$ cat src/rtl/muller_c_sync_array.sv
// muller_c_sync_array: clocked array of N-input Muller C-elements.
// Each channel has optional input synchronisers and per-input bubbles.
// It also provides edge pulses, saturating transition counters and
// array-wide all-high/all-low flags.
// Optional feature macro: MULLER_C_ASYM_EN adds PLUS_MASK (plus-only inputs).
module muller_c_sync_array #(
    parameter int CHANNELS    = 2,
    parameter int INPUTS      = 3,
    parameter int SYNC_STAGES = 2,
    parameter int CNT_W       = 8,
    parameter int RESET_VAL   = 0,
    parameter logic [CHANNELS*INPUTS-1:0] INV_MASK = '0
`ifdef MULLER_C_ASYM_EN
    ,
    parameter logic [CHANNELS*INPUTS-1:0] PLUS_MASK = '0
`endif
) (
    input  logic                      wb_clk_i,
    input  logic                      wb_rst_i,
    input  logic [CHANNELS*INPUTS-1:0] c_in,
    input  logic [CHANNELS-1:0]       hold,
    input  logic                      cnt_clr,
    output logic [CHANNELS-1:0]       c_out,
    output logic [CHANNELS-1:0]       c_rise,
    output logic [CHANNELS-1:0]       c_fall,
    output logic                      all_high,
    output logic                      all_low,
    output logic [CHANNELS*CNT_W-1:0] trans_cnt
);

    localparam int VEC_W = CHANNELS * INPUTS;
    localparam logic RST_BIT = (RESET_VAL == 1);

    generate
        if (INPUTS < 2) begin : g_err_inputs
            $error("muller_c_sync_array: INPUTS must be >= 2");
        end
        if (SYNC_STAGES < 0 || SYNC_STAGES > 3) begin : g_err_sync
            $error("muller_c_sync_array: SYNC_STAGES must be 0..3");
        end
        if (CNT_W < 1) begin : g_err_cnt
            $error("muller_c_sync_array: CNT_W must be >= 1");
        end
        if (RESET_VAL != 0 && RESET_VAL != 1) begin : g_err_rst
            $error("muller_c_sync_array: RESET_VAL must be 0 or 1");
        end
    endgenerate

    // Saturating increment: a counter stuck at all-ones stays there.
    function automatic logic [CNT_W-1:0] sat_inc(input logic [CNT_W-1:0] v);
        if (&v) begin
            return v;
        end
        return v + 1'b1;
    endfunction

    logic [VEC_W-1:0] sync_out;
    logic [VEC_W-1:0] eff;

    generate
        if (SYNC_STAGES == 0) begin : g_nosync
            assign sync_out = c_in;
        end else begin : g_sync
            logic [VEC_W-1:0] sync_q [SYNC_STAGES];

            // Pad synchroniser chain; cleared by reset so in-flight samples are dropped.
            always_ff @(posedge wb_clk_i) begin
                if (wb_rst_i) begin
                    for (int s = 0; s < SYNC_STAGES; s++) begin
                        sync_q[s] <= '0;
                    end
                end else begin
                    sync_q[0] <= c_in;
                    for (int s = 1; s < SYNC_STAGES; s++) begin
                        sync_q[s] <= sync_q[s-1];
                    end
                end
            end

            assign sync_out = sync_q[SYNC_STAGES-1];
        end
    endgenerate

    assign eff = sync_out ^ INV_MASK;

    logic [CHANNELS-1:0] c_next;
    logic [INPUTS-1:0]   ch_bits;
`ifdef MULLER_C_ASYM_EN
    logic [INPUTS-1:0]   ch_plus;
`endif

    // C-element next-state: unanimous 1 sets, fall condition clears, otherwise hold.
    always_comb begin
        c_next  = c_out;
        ch_bits = '0;
`ifdef MULLER_C_ASYM_EN
        ch_plus = '0;
`endif
        for (int k = 0; k < CHANNELS; k++) begin
            ch_bits = eff[k*INPUTS +: INPUTS];
`ifdef MULLER_C_ASYM_EN
            ch_plus = PLUS_MASK[k*INPUTS +: INPUTS];
`endif
            if (!hold[k]) begin
                if (&ch_bits) begin
                    c_next[k] = 1'b1;
`ifdef MULLER_C_ASYM_EN
                end else if (((ch_bits & ~ch_plus) == '0) && !(&ch_plus)) begin
`else
                end else if (ch_bits == '0) begin
`endif
                    c_next[k] = 1'b0;
                end
            end
        end
    end

    // Output state, edge pulses, array flags and transition counters.
    always_ff @(posedge wb_clk_i) begin
        if (wb_rst_i) begin
            c_out     <= {CHANNELS{RST_BIT}};
            c_rise    <= '0;
            c_fall    <= '0;
            all_high  <= RST_BIT;
            all_low   <= !RST_BIT;
            trans_cnt <= '0;
        end else begin
            c_out    <= c_next;
            c_rise   <= c_next & ~c_out;
            c_fall   <= ~c_next & c_out;
            all_high <= &c_out;
            all_low  <= ~|c_out;
            for (int k = 0; k < CHANNELS; k++) begin
                if (cnt_clr) begin
                    trans_cnt[k*CNT_W +: CNT_W] <= '0;
                end else if (c_next[k] != c_out[k]) begin
                    trans_cnt[k*CNT_W +: CNT_W] <= sat_inc(trans_cnt[k*CNT_W +: CNT_W]);
                end
            end
        end
    end

endmodule

$ cat config.mk
export PLATFORM = sky130hd
export DESIGN_NAME = muller_c_sync_array
export DESIGN_NICKNAME = d
export VERILOG_FILES = /design/src/rtl/muller_c_sync_array.sv
export SDC_FILE = /design/constraint.sdc
export NUM_CORES = 1
export LEC_CHECK = 0
export CAP_MARGIN = 20
export CORE_MARGIN = 5
export CORE_UTILIZATION = 49
export DETAILED_ROUTE_END_ITERATION = 8
export HOLD_SLACK_MARGIN = 0.03
export PLACE_DENSITY = 0.85
export SETUP_SLACK_MARGIN = 0.5
export SLEW_MARGIN = 40
export SYNTH_ARGS = -nofsm -noshare
export SYNTH_HDL_FRONTEND = slang
export SYNTH_SLANG_ARGS = --single-unit
$ cat constraint.sdc
create_clock -name wb_clk_i -period 2.4 [get_ports wb_clk_i]
set_clock_uncertainty 0.1 [all_clocks]
set_input_delay 0.48 -clock wb_clk_i [delete_from_list [all_inputs] [get_ports wb_clk_i]]
set_output_delay 0.48 -clock wb_clk_i [all_outputs]
set_load 0.1 [all_outputs]
==> results.py, run 1 <==
metrics = {
    "floorplan": {
        "rows": 20,
        "die_x_um": 65.6,
        "die_y_um": 65.6,
        "die_area_um2": 4300,
        "ios": 35,
        "coreArea_um2": 3000,
        "start_util_pct": 50.5,
    },
    "timing": {
        "finalCriticalPeriod_ps": 2100,
        "period_share_pct": 87.4,
        "setup_violations": 0,
        "fmax_ghz": 0.477,
        "relSlewSlack_pct": 57.8,
        "rsz0062_at_grt": "yes",
        "worstMarginPinSlew_ps": 632,
        "slew_violations": 0,
        "report.final.hold_viol_count": 0,
        "layout_setup_ws_ps": 302,
    },
    "clock_network": {
        "path_clk_slew_ps": 100,
        "tritoncts": "built",
        "clockBufferDepth": 2,
        "cts-root-buf": "clkbuf_4",
        "clk_latency_ps": 330,
        "cts_max_level": 2,
        "postCtsHoldBufs": 0,
        "numCtsBuffers": 5,
        "clock-sinks": 36,
    },
    "setup_path": {
        "r2r-end": "trans_cnt[11]",
        "cp_max_fo": 5,
        "critical_path_class": "register to register",
        "worstReg2RegStart": "g_sync.sync_q[0][11]",
        "critical_path_required_ps": 2580,
        "crit_arrival_ps": 2280,
        "rrSetupSlack_ps": 300,
        "crit_path_end": "trans_cnt[11]",
        "startpoint": "g_sync.sync_q[0][11]",
        "end_kind": "register",
        "critPathLaunchType": "register",
        "r2r_cells": 8,
    },
    "logic_synthesis": {
        "synth_top_area_cell": "dfxtp_1",
        "synth_cells": 156,
        "synth_top_cell_area_share_pct": 47.6,
        "netlist_area_um2": 1520,
        "avgSynthCellArea_um2": 9.71,
        "yosysSeqAreaShare_pct": 47.6,
        "syn_nets": 171,
        "synth_seq_cells": 36,
        "synth_warnings": 0,
        "synth_cell_types": 40,
        "yosys-top-cells-area": "dfxtp_1 (48%), nor2b_1 (7.0%), nand2_1 (4.2%), ha_1 (3.3%), mux2i_1 (3.3%)",
    },
    "layout": {
        "drive_above_1_share_pct": 37.3,
        "final_cell_count_no_fill": 245,
        "final_nets": 227,
        "finalInstanceArea_um2": 2080,
        "diodes": 0,
        "area_growth_pct": 37.6,
        "utilization_pct": 69.4,
    },
    "placed_design": {
        "place_ws_ps": -288,
        "numPortBuffers": 34,
        "gp_congestion": 0.819,
        "dpl_cell_area_um2": 1870,
        "placedCellCount": 223,
        "dp_hpwl_um": 2290,
    },
    "run": {
        "cap_violations": 0,
    },
    "route": {
        "drt_first_pass_iters": 4,
        "drc": 0,
        "drt_wl_total_um": 3440,
        "wl_per_cell_um": 14.1,
        "drt_iter0_drc": 91,
        "detail-route-antenna-nets": 0,
        "vias": 1352,
        "via_per_inst": 5.52,
    },
    "global_route": {
        "track_usage_pct": 16.4,
        "overflow": 0,
        "grt_pass1_vias": 1255,
        "grt_pass1_wl_um": 5390,
        "antenna_found_initial": 0,
        "grt_max_degree": 23,
    },
    "pwr": {
        "p_sw_uw": 214,
        "seqPwrFrac_pct": 63.7,
        "cellInternalPower_uw": 741,
        "total_leakage_power_nw": 0.831,
        "comb_power_share_pct": 5.4,
        "p_sw_share_pct": 22.4,
        "p_clk_share_pct": 31.0,
        "power_density_nw_per_um2": 458,
        "peakVddDrop_v": 0.000335,
    },
    "worst_hold_path": {
        "min_path_type": "register to register",
    },
    "outcome": {
        "status": "finished clean",
    },
}
through the flow:
stage / total power, mW / hold slack [ps] / TNS, ps
final: 0.955 / 345 / 0
after global routing: 0.994 / 361 / 0
after CTS: 0.958 / 330 / 0
after detailed placement: 0.665 / 316 / -1860
after global placement: 0.663 / 310 / -1210
after floorplan: 0.640 / 299 / 0
cells by family (layout without fill, tap and decap cells):
group / after synthesis / after routing / share of synthesized area [%]
buffers and inverters: 12 / 68 / 4.13
AO/OA/AOI/OAI: 28 / 28 / 14.3
AND/OR/NAND/NOR: 71 / 71 / 27.4
adder cells (fa/ha/maj): 4 / 4 / 3.30
multiplexers: 5 / 5 / 3.30
flip-flops: 36 / 36 / 47.6
repair_timing:
item                       in CTS  in global routing
gates resized for setup        14                  6
pin swaps                      13                 10
setup endpoints to repair      15                 14
buffers inserted               10                  5
power groups by stage:
stage	registers (mW)	logic [mW]	clock network, mW
floorplan	0.621	0.0198	0
global placement	0.620	0.0421	0
detailed placement	0.621	0.0435	0
CTS	0.608	0.0489	0.302
global route	0.609	0.0558	0.329
finish	0.608	0.0512	0.296
worst max-delay path, stage by stage (launching register included):
cell and delay (ps):
dfxtp_2 330, o31a_1 320, nor2_2 110, nor2_1 60, ha_1 340, nand4b_1 260
buf_4 180, a2111o_1 290, o21ai_2 50
state kept, by name, summed over array words and instances, names as in the netlist:
name and cells:
all_low 1, g_sync.sync_q 12, all_high 1, c_out 2
c_fall 2, c_rise 2, trans_cnt 16
final cells by class:
cell class | count | area [µm²]
clock inverters | 1 | 5.00
inverters | 5 | 18.8
multi-input cells | 108 | 783
fillers | 236 | 918
clock buffers | 6 | 41.3
repair buffers | 56 | 453
well taps | 33 | 41.3
flip-flops and latches | 36 | 742
routing by layer:
| layer | wire, µm | track usage, % |
|---|---|---|
| met1 | 1410 | 16.5 |
| met4 | 53 | 6.99 |
| met3 | 200 | 5.30 |
| met5 | 0 | 0 |
| met2 | 1780 | 30.6 |
cells in the mapped netlist, drive strengths merged:
cell type and number:
dfxtp 36, or4b 1, nor3b 1, o31a 2, nor2 7, mux2i 5
nor4bb 1, and3 2, a211oi 2, and4 2, nand4b 5, and4b 1
inv 5, ha 4, a21oi 8, clkbuf 3, a31oi 2, buf 4
nand3b 1, o21ai 6, o21bai 2, nor3 4, nand2 17, or2 1
o211a 2, nand3 2, and3b 1, a41oi 1, a2111oi 1, nor2b 17
a2111o 2, nand4 1, or3 4, nor4 3
worst min path at each step:
stage               cells past startpoint                 start  slack [ps]             endpoint
detailed placement                      1  g_sync.sync_q[0][10]         320            c_fall[1]
finish                                  1   g_sync.sync_q[0][2]         340  g_sync.sync_q[0][8]
global route                            1   g_sync.sync_q[0][2]         360  g_sync.sync_q[0][8]
global placement                        1  g_sync.sync_q[0][10]         310            c_fall[1]
CTS                                     1  g_sync.sync_q[0][10]         330            c_fall[1]
floorplan                               1   g_sync.sync_q[0][7]         300            c_fall[0]
cell usage in the layout, fill, tap and decap left out, drive strengths merged:
cell type / instances
buf: 46
dfxtp: 36
nand2: 17
nor2b: 17
clkdlybuf4s50: 8
a21oi: 8
nor2: 7
clkbuf: 6
o21ai: 6
inv: 5
nand4b: 5
mux2i: 5
nor3: 4
or3: 4
ha: 4
nor4: 3
a31oi: 2
o31a: 2
and3: 2
a2111o: 2
o21bai: 2
o211a: 2
nand3: 2
clkdlybuf4s15: 2
and4: 2
a211oi: 2
a2111oi: 1
and3b: 1
or2: 1
and4b: 1
nand4: 1
nor3b: 1
nand3b: 1
or4b: 1
nor4bb: 1
a41oi: 1
clkinv: 1
(Power assumes the default switching activity.)
==> run 2, diff against run 1 <==
--- a/config.mk
+++ b/config.mk
@@ -6,12 +6,11 @@
 export NUM_CORES = 1
 export LEC_CHECK = 0
 export CAP_MARGIN = 20
-export CORE_MARGIN = 5
+export CORE_MARGIN = 2
 export CORE_UTILIZATION = 49
 export DETAILED_ROUTE_END_ITERATION = 8
 export HOLD_SLACK_MARGIN = 0.03
 export PLACE_DENSITY = 0.85
-export SETUP_SLACK_MARGIN = 0.5
 export SLEW_MARGIN = 40
 export SYNTH_ARGS = -nofsm -noshare
 export SYNTH_HDL_FRONTEND = slang
==> results.py, run 2 (synthesis results as in run 1) <==
metrics = {
    "route": {
        "wl_per_cell_um": 12.7,
        "drt_wl_total_um": 2950,
        "drt_iter0_drc": 36,
        "detail-route-antenna-nets": 0,
        "drc": 0,
        "vias": 1266,
        "via_per_inst": 5.46,
        "drt_first_pass_iters": 4,
    },
    "layout": {
        "layout_common_cells": "dfxtp_1 (34), buf_4 (32), nand2_1 (17), nor2b_1 (17), clkdlybuf4s50_1 (10)",
        "largest_reg_flops": 16,
        "seq_area_um2": 723,
        "final.fill_count": 256,
        "final_common_cell": "dfxtp_1",
        "final_nets": 213,
        "area_growth_pct": 28.0,
        "finalInstanceArea_um2": 1940,
        "diodes": 0,
        "top_register": "trans_cnt",
        "multi_input_area_um2": 739,
        "drive_above_1_share_pct": 24.1,
        "reg_top3": "trans_cnt x16, g_sync.sync_q x12",
    },
    "setup_path": {
        "critical_path_class": "primary input to register",
        "critPathLaunchType": "primary input",
        "cp_max_fo": 4,
        "end_kind": "register",
        "crit_arrival_ps": 2460,
        "critical_path_required_ps": 2540,
    },
    "timing": {
        "fmax_ghz": 0.432,
        "relSlewSlack_pct": 58.3,
        "rsz0062_at_grt": "no",
        "finalCriticalPeriod_ps": 2310,
        "report.final.hold_viol_count": 0,
        "period_share_pct": 96.4,
        "fin_setup_tns_ps": 0,
        "holdWs_ps": 333,
        "slew_violations": 0,
        "setup_violations": 0,
        "worstMarginPinSlew_ps": 625,
    },
    "clock_network": {
        "cts_max_level": 2,
        "tritoncts": "built",
        "clock-sinks": 36,
        "cts-root-buf": "clkbuf_4",
        "postCtsHoldBufs": 0,
        "path_clk_slew_ps": 100,
        "clockBufferDepth": 2,
        "clk_latency_ps": 340,
        "numCtsBuffers": 5,
    },
    "outcome": {
        "status": "finished clean",
    },
    "global_route": {
        "antenna_found_initial": 0,
        "grt_max_degree": 22,
        "grt_pass1_vias": 1159,
        "track_usage_pct": 18.7,
        "overflow": 0,
        "grt_pass1_wl_um": 4990,
    },
    "floorplan": {
        "die_y_um": 59.6,
        "ios": 35,
        "rows": 20,
        "coreArea_um2": 3000,
        "start_util_pct": 50.5,
        "die_x_um": 59.6,
        "die_area_um2": 3550,
    },
    "run": {
        "cap_violations": 0,
    },
    "placed_design": {
        "dpl_cell_area_um2": 1850,
        "dp_hpwl_um": 2130,
        "numPortBuffers": 34,
        "gp_congestion": 0.815,
    },
    "pwr": {
        "power_density_nw_per_um2": 549,
        "total_leakage_power_nw": 0.780,
        "peakVddDrop_v": 0.000324,
    },
    "worst_hold_path": {
        "min_path_type": "register to register",
    },
}
==> run 2: path summary, 6_finish.rpt <==
| kind | from | to | slack, ps | cells after the start |
|---|---|---|---|---|
| max reg2reg | g_sync.sync_q[0][6] | trans_cnt[6] | 300 | 7 |
| max | hold[0] | trans_cnt[6] | 90 | 8 |
| min reg2reg | g_sync.sync_q[0][7] | c_fall[0] | 330 | 1 |
| min | g_sync.sync_q[0][7] | c_fall[0] | 330 | 1 |
==> run 2: per-layer routing <==
metal | share of wire (%) | global-route usage, % | vias up
met5 | 0 | 0 | -
li1 | - | - | 643
met4 | 1.3 | 5.71 | 0
met3 | 4.3 | 5.90 | 5
met1 | 43 | 22.6 | 592
met2 | 52 | 31.6 | 26
==> run 2: critical path, stage by stage <==
cell and delay [ps]:
clkdlybuf4s50_1 430, o31a_1 260, nor2_1 120, nor2_1 60
ha_1 310, nand3b_1 180, or4b_1 470, o211a_1 130
==> run 2: repair_timing <==
item / in CTS / in global routing
buffers inserted: 0 / 1
resized for setup: 0 / 2
endpoints found under the setup margin: 0 / 2
==> run 2: area by class of cell <==
cell class	count	area share, %
multi-input cells	108	38.1
flip-flops and latches	36	37.3
repair buffers	42	17.5
clock buffers	6	2.13
well taps	33	2.13
clock inverters	2	1.81
inverters	5	0.968
==> run 2: metrics by stage <==
step | setup slack [ps] | util [%] | power (mW) | instances
2_1_floorplan | 95.2 | - | 0.643 | 156
6_report | 86.0 | 64.6 | 1.06 | 232
3_5_place_dp | -287 | 61.5 | 0.666 | 223
4_1_cts | 57.3 | 64.1 | 1.08 | 231
5_1_grt | 2.97 | 64.6 | 1.11 | 232
3_3_place_gp | -238 | 61.5 | 0.664 | 223
==> run 2: where the power goes <==
group	internal (mW)	switching (mW)	total, mW	leakage [nW]
sequential	0.606	0.00315	0.610	0.294
combinational	0.0236	0.0187	0.0423	0.444
clock	0.218	0.194	0.412	0.0422
==> run 3, diff against run 2 <==
--- a/config.mk
+++ b/config.mk
@@ -10,7 +10,7 @@
 export CORE_UTILIZATION = 49
 export DETAILED_ROUTE_END_ITERATION = 8
 export HOLD_SLACK_MARGIN = 0.03
-export PLACE_DENSITY = 0.85
+export PLACE_DENSITY = 0.79
 export SLEW_MARGIN = 40
 export SYNTH_ARGS = -nofsm -noshare
 export SYNTH_HDL_FRONTEND = slang
==> results.py, run 3 (synthesis results as in run 1) <==
metrics = {
    "clock_network": {
        "numCtsBuffers": 5,
        "cts_max_level": 2,
        "cts-root-buf": "clkbuf_4",
        "tritoncts": "built",
        "clk_latency_ps": 330,
        "clockBufferDepth": 2,
        "clock-sinks": 36,
        "postCtsHoldBufs": 0,
        "post_cts_buffers": 0,
        "path_clk_slew_ps": 110,
        "cts_resized": 0,
    },
    "setup_path": {
        "rrSetupSlack_ps": 330,
        "crit_arrival_ps": 2420,
        "cp_max_fo": 3,
        "critical_path_class": "primary input to register",
        "worstReg2RegStart": "g_sync.sync_q[0][6]",
        "r2r-end": "trans_cnt[6]",
        "critPathLaunchType": "primary input",
        "end_kind": "register",
        "r2r_cells": 7,
        "critical_path_required_ps": 2520,
    },
    "floorplan": {
        "rows": 20,
        "start_util_pct": 50.5,
        "die_y_um": 59.6,
        "die_area_um2": 3550,
        "die_x_um": 59.6,
        "ios": 35,
        "coreArea_um2": 3000,
    },
    "layout": {
        "largest_reg_flops": 16,
        "utilization_pct": 63.7,
        "diodes": 0,
        "top_register": "trans_cnt",
        "multi_input_area_um2": 739,
        "layout_common_cells": "dfxtp_1 (34), buf_4 (31), nand2_1 (17), nor2b_1 (17), clkdlybuf4s50_1 (10)",
        "seq_area_um2": 723,
        "final_common_cell": "dfxtp_1",
        "final_cell_count_no_fill": 231,
        "final_nets": 212,
        "drive_above_1_share_pct": 24.2,
        "reg_top3": "trans_cnt x16, g_sync.sync_q x12",
        "area_growth_pct": 26.2,
        "final.fill_count": 271,
    },
    "route": {
        "via_per_inst": 5.56,
        "drt_wl_total_um": 3010,
        "drc": 0,
        "vias": 1284,
        "drt_iter0_drc": 69,
        "wl_per_cell_um": 13.0,
        "drt_first_pass_iters": 4,
        "detail-route-antenna-nets": 0,
    },
    "worst_hold_path": {
        "min_path_type": "register to register",
        "min_from": "g_sync.sync_q[0][10]",
        "holdPathStages": 1,
        "min_to": "c_fall[1]",
    },
    "timing": {
        "setup_violations": 0,
        "period_share_pct": 95.8,
        "report.final.hold_viol_count": 0,
        "worstMarginPinSlew_ps": 680,
        "slew_violations": 0,
        "finalCriticalPeriod_ps": 2300,
        "fmax_ghz": 0.435,
        "relSlewSlack_pct": 54.6,
        "rsz0062_at_grt": "no",
        "holdWs_ps": 339,
    },
    "pwr": {
        "comb_power_share_pct": 4.5,
        "seqPwrFrac_pct": 63.4,
        "cellInternalPower_uw": 742,
        "p_sw_uw": 218,
        "p_clk_share_pct": 32.1,
        "peakVddDrop_v": 0.000402,
        "power_density_nw_per_um2": 503,
        "power_uw": 961,
        "p_sw_share_pct": 22.7,
        "total_leakage_power_nw": 0.769,
    },
    "global_route": {
        "overflow": 0,
        "grt_max_degree": 23,
        "antenna_found_initial": 0,
        "grt_pass1_wl_um": 4940,
        "grt_pass1_vias": 1155,
        "track_usage_pct": 18.5,
    },
    "outcome": {
        "status": "finished clean",
    },
    "placed_design": {
        "dp_hpwl_um": 2220,
        "placedCellCount": 223,
        "gp_congestion": 0.799,
        "numPortBuffers": 34,
    },
    "run": {
        "cap_violations": 0,
    },
}
[run 3: changes by cell type in the layout (fill, tap and decap cells not counted)]
cell       before  now
bufinv_16       1    0
clkinv_4        0    1
clkinv_2        1    2
clkbuf_1        1    0
buf_4          32   31
[run 3: final cells by class]
class                           count  share of cell area, %
Tap cell                           33                   2.16
Clock inverter                      3                  0.982
Multi-Input combinational cell    108                   38.7
Timing Repair Buffer               41                   17.4
Sequential cell                    36                   37.8
Inverter                            5                  0.982
Clock buffer                        5                   1.96
[run 3: power groups by stage]
| stage | Combinational (mW) | Sequential, mW | Clock, mW |
|---|---|---|---|
| 4_1_cts | 0.0439 | 0.609 | 0.322 |
| 3_5_place_dp | 0.0439 | 0.623 | 0 |
| 3_3_place_gp | 0.0420 | 0.623 | 0 |
| 2_1_floorplan | 0.0198 | 0.623 | 0 |
| 6_report | 0.0432 | 0.610 | 0.308 |
| 5_1_grt | 0.0478 | 0.610 | 0.351 |
[run 3: metrics by stage]
stage / setup WS [ps] / instance area, µm² / setup TNS, ps
floorplan: 95.2 / 1520 / 0
global placement: -205 / 1850 / -1230
detailed placement: -294 / 1850 / -1980
CTS: 77.6 / 1900 / 0
global route: 20.3 / 1910 / 0
finish: 101 / 1910 / 0
[run 3: worst max-delay path by stage]
stage | start | end | cells past startpoint
floorplan | c_out[0] | trans_cnt[6] | 7
global placement | hold[0] | trans_cnt[5] | 8
detailed placement | hold[0] | trans_cnt[6] | 8
CTS | hold[0] | trans_cnt[6] | 8
global route | hold[0] | trans_cnt[6] | 8
finish | hold[0] | trans_cnt[6] | 8
[run 3: critical path, cell delays in order]
cell,delay (ps)
clkdlybuf4s50_1,440
o31a_1,280
nor2_2,100
nor2_1,50
ha_1,290
nand3b_1,170
or4b_1,470
o211a_1,140
[run 3: routing by layer]
layer / vias to the layer above / wire, µm / GRT usage, %
li1: 642 / - / -
met1: 599 / 1290 / 22.2
met2: 39 / 1550 / 30.0
met3: 4 / 137 / 6.33
met4: 0 / 36 / 8.25
met5: - / 0 / 0
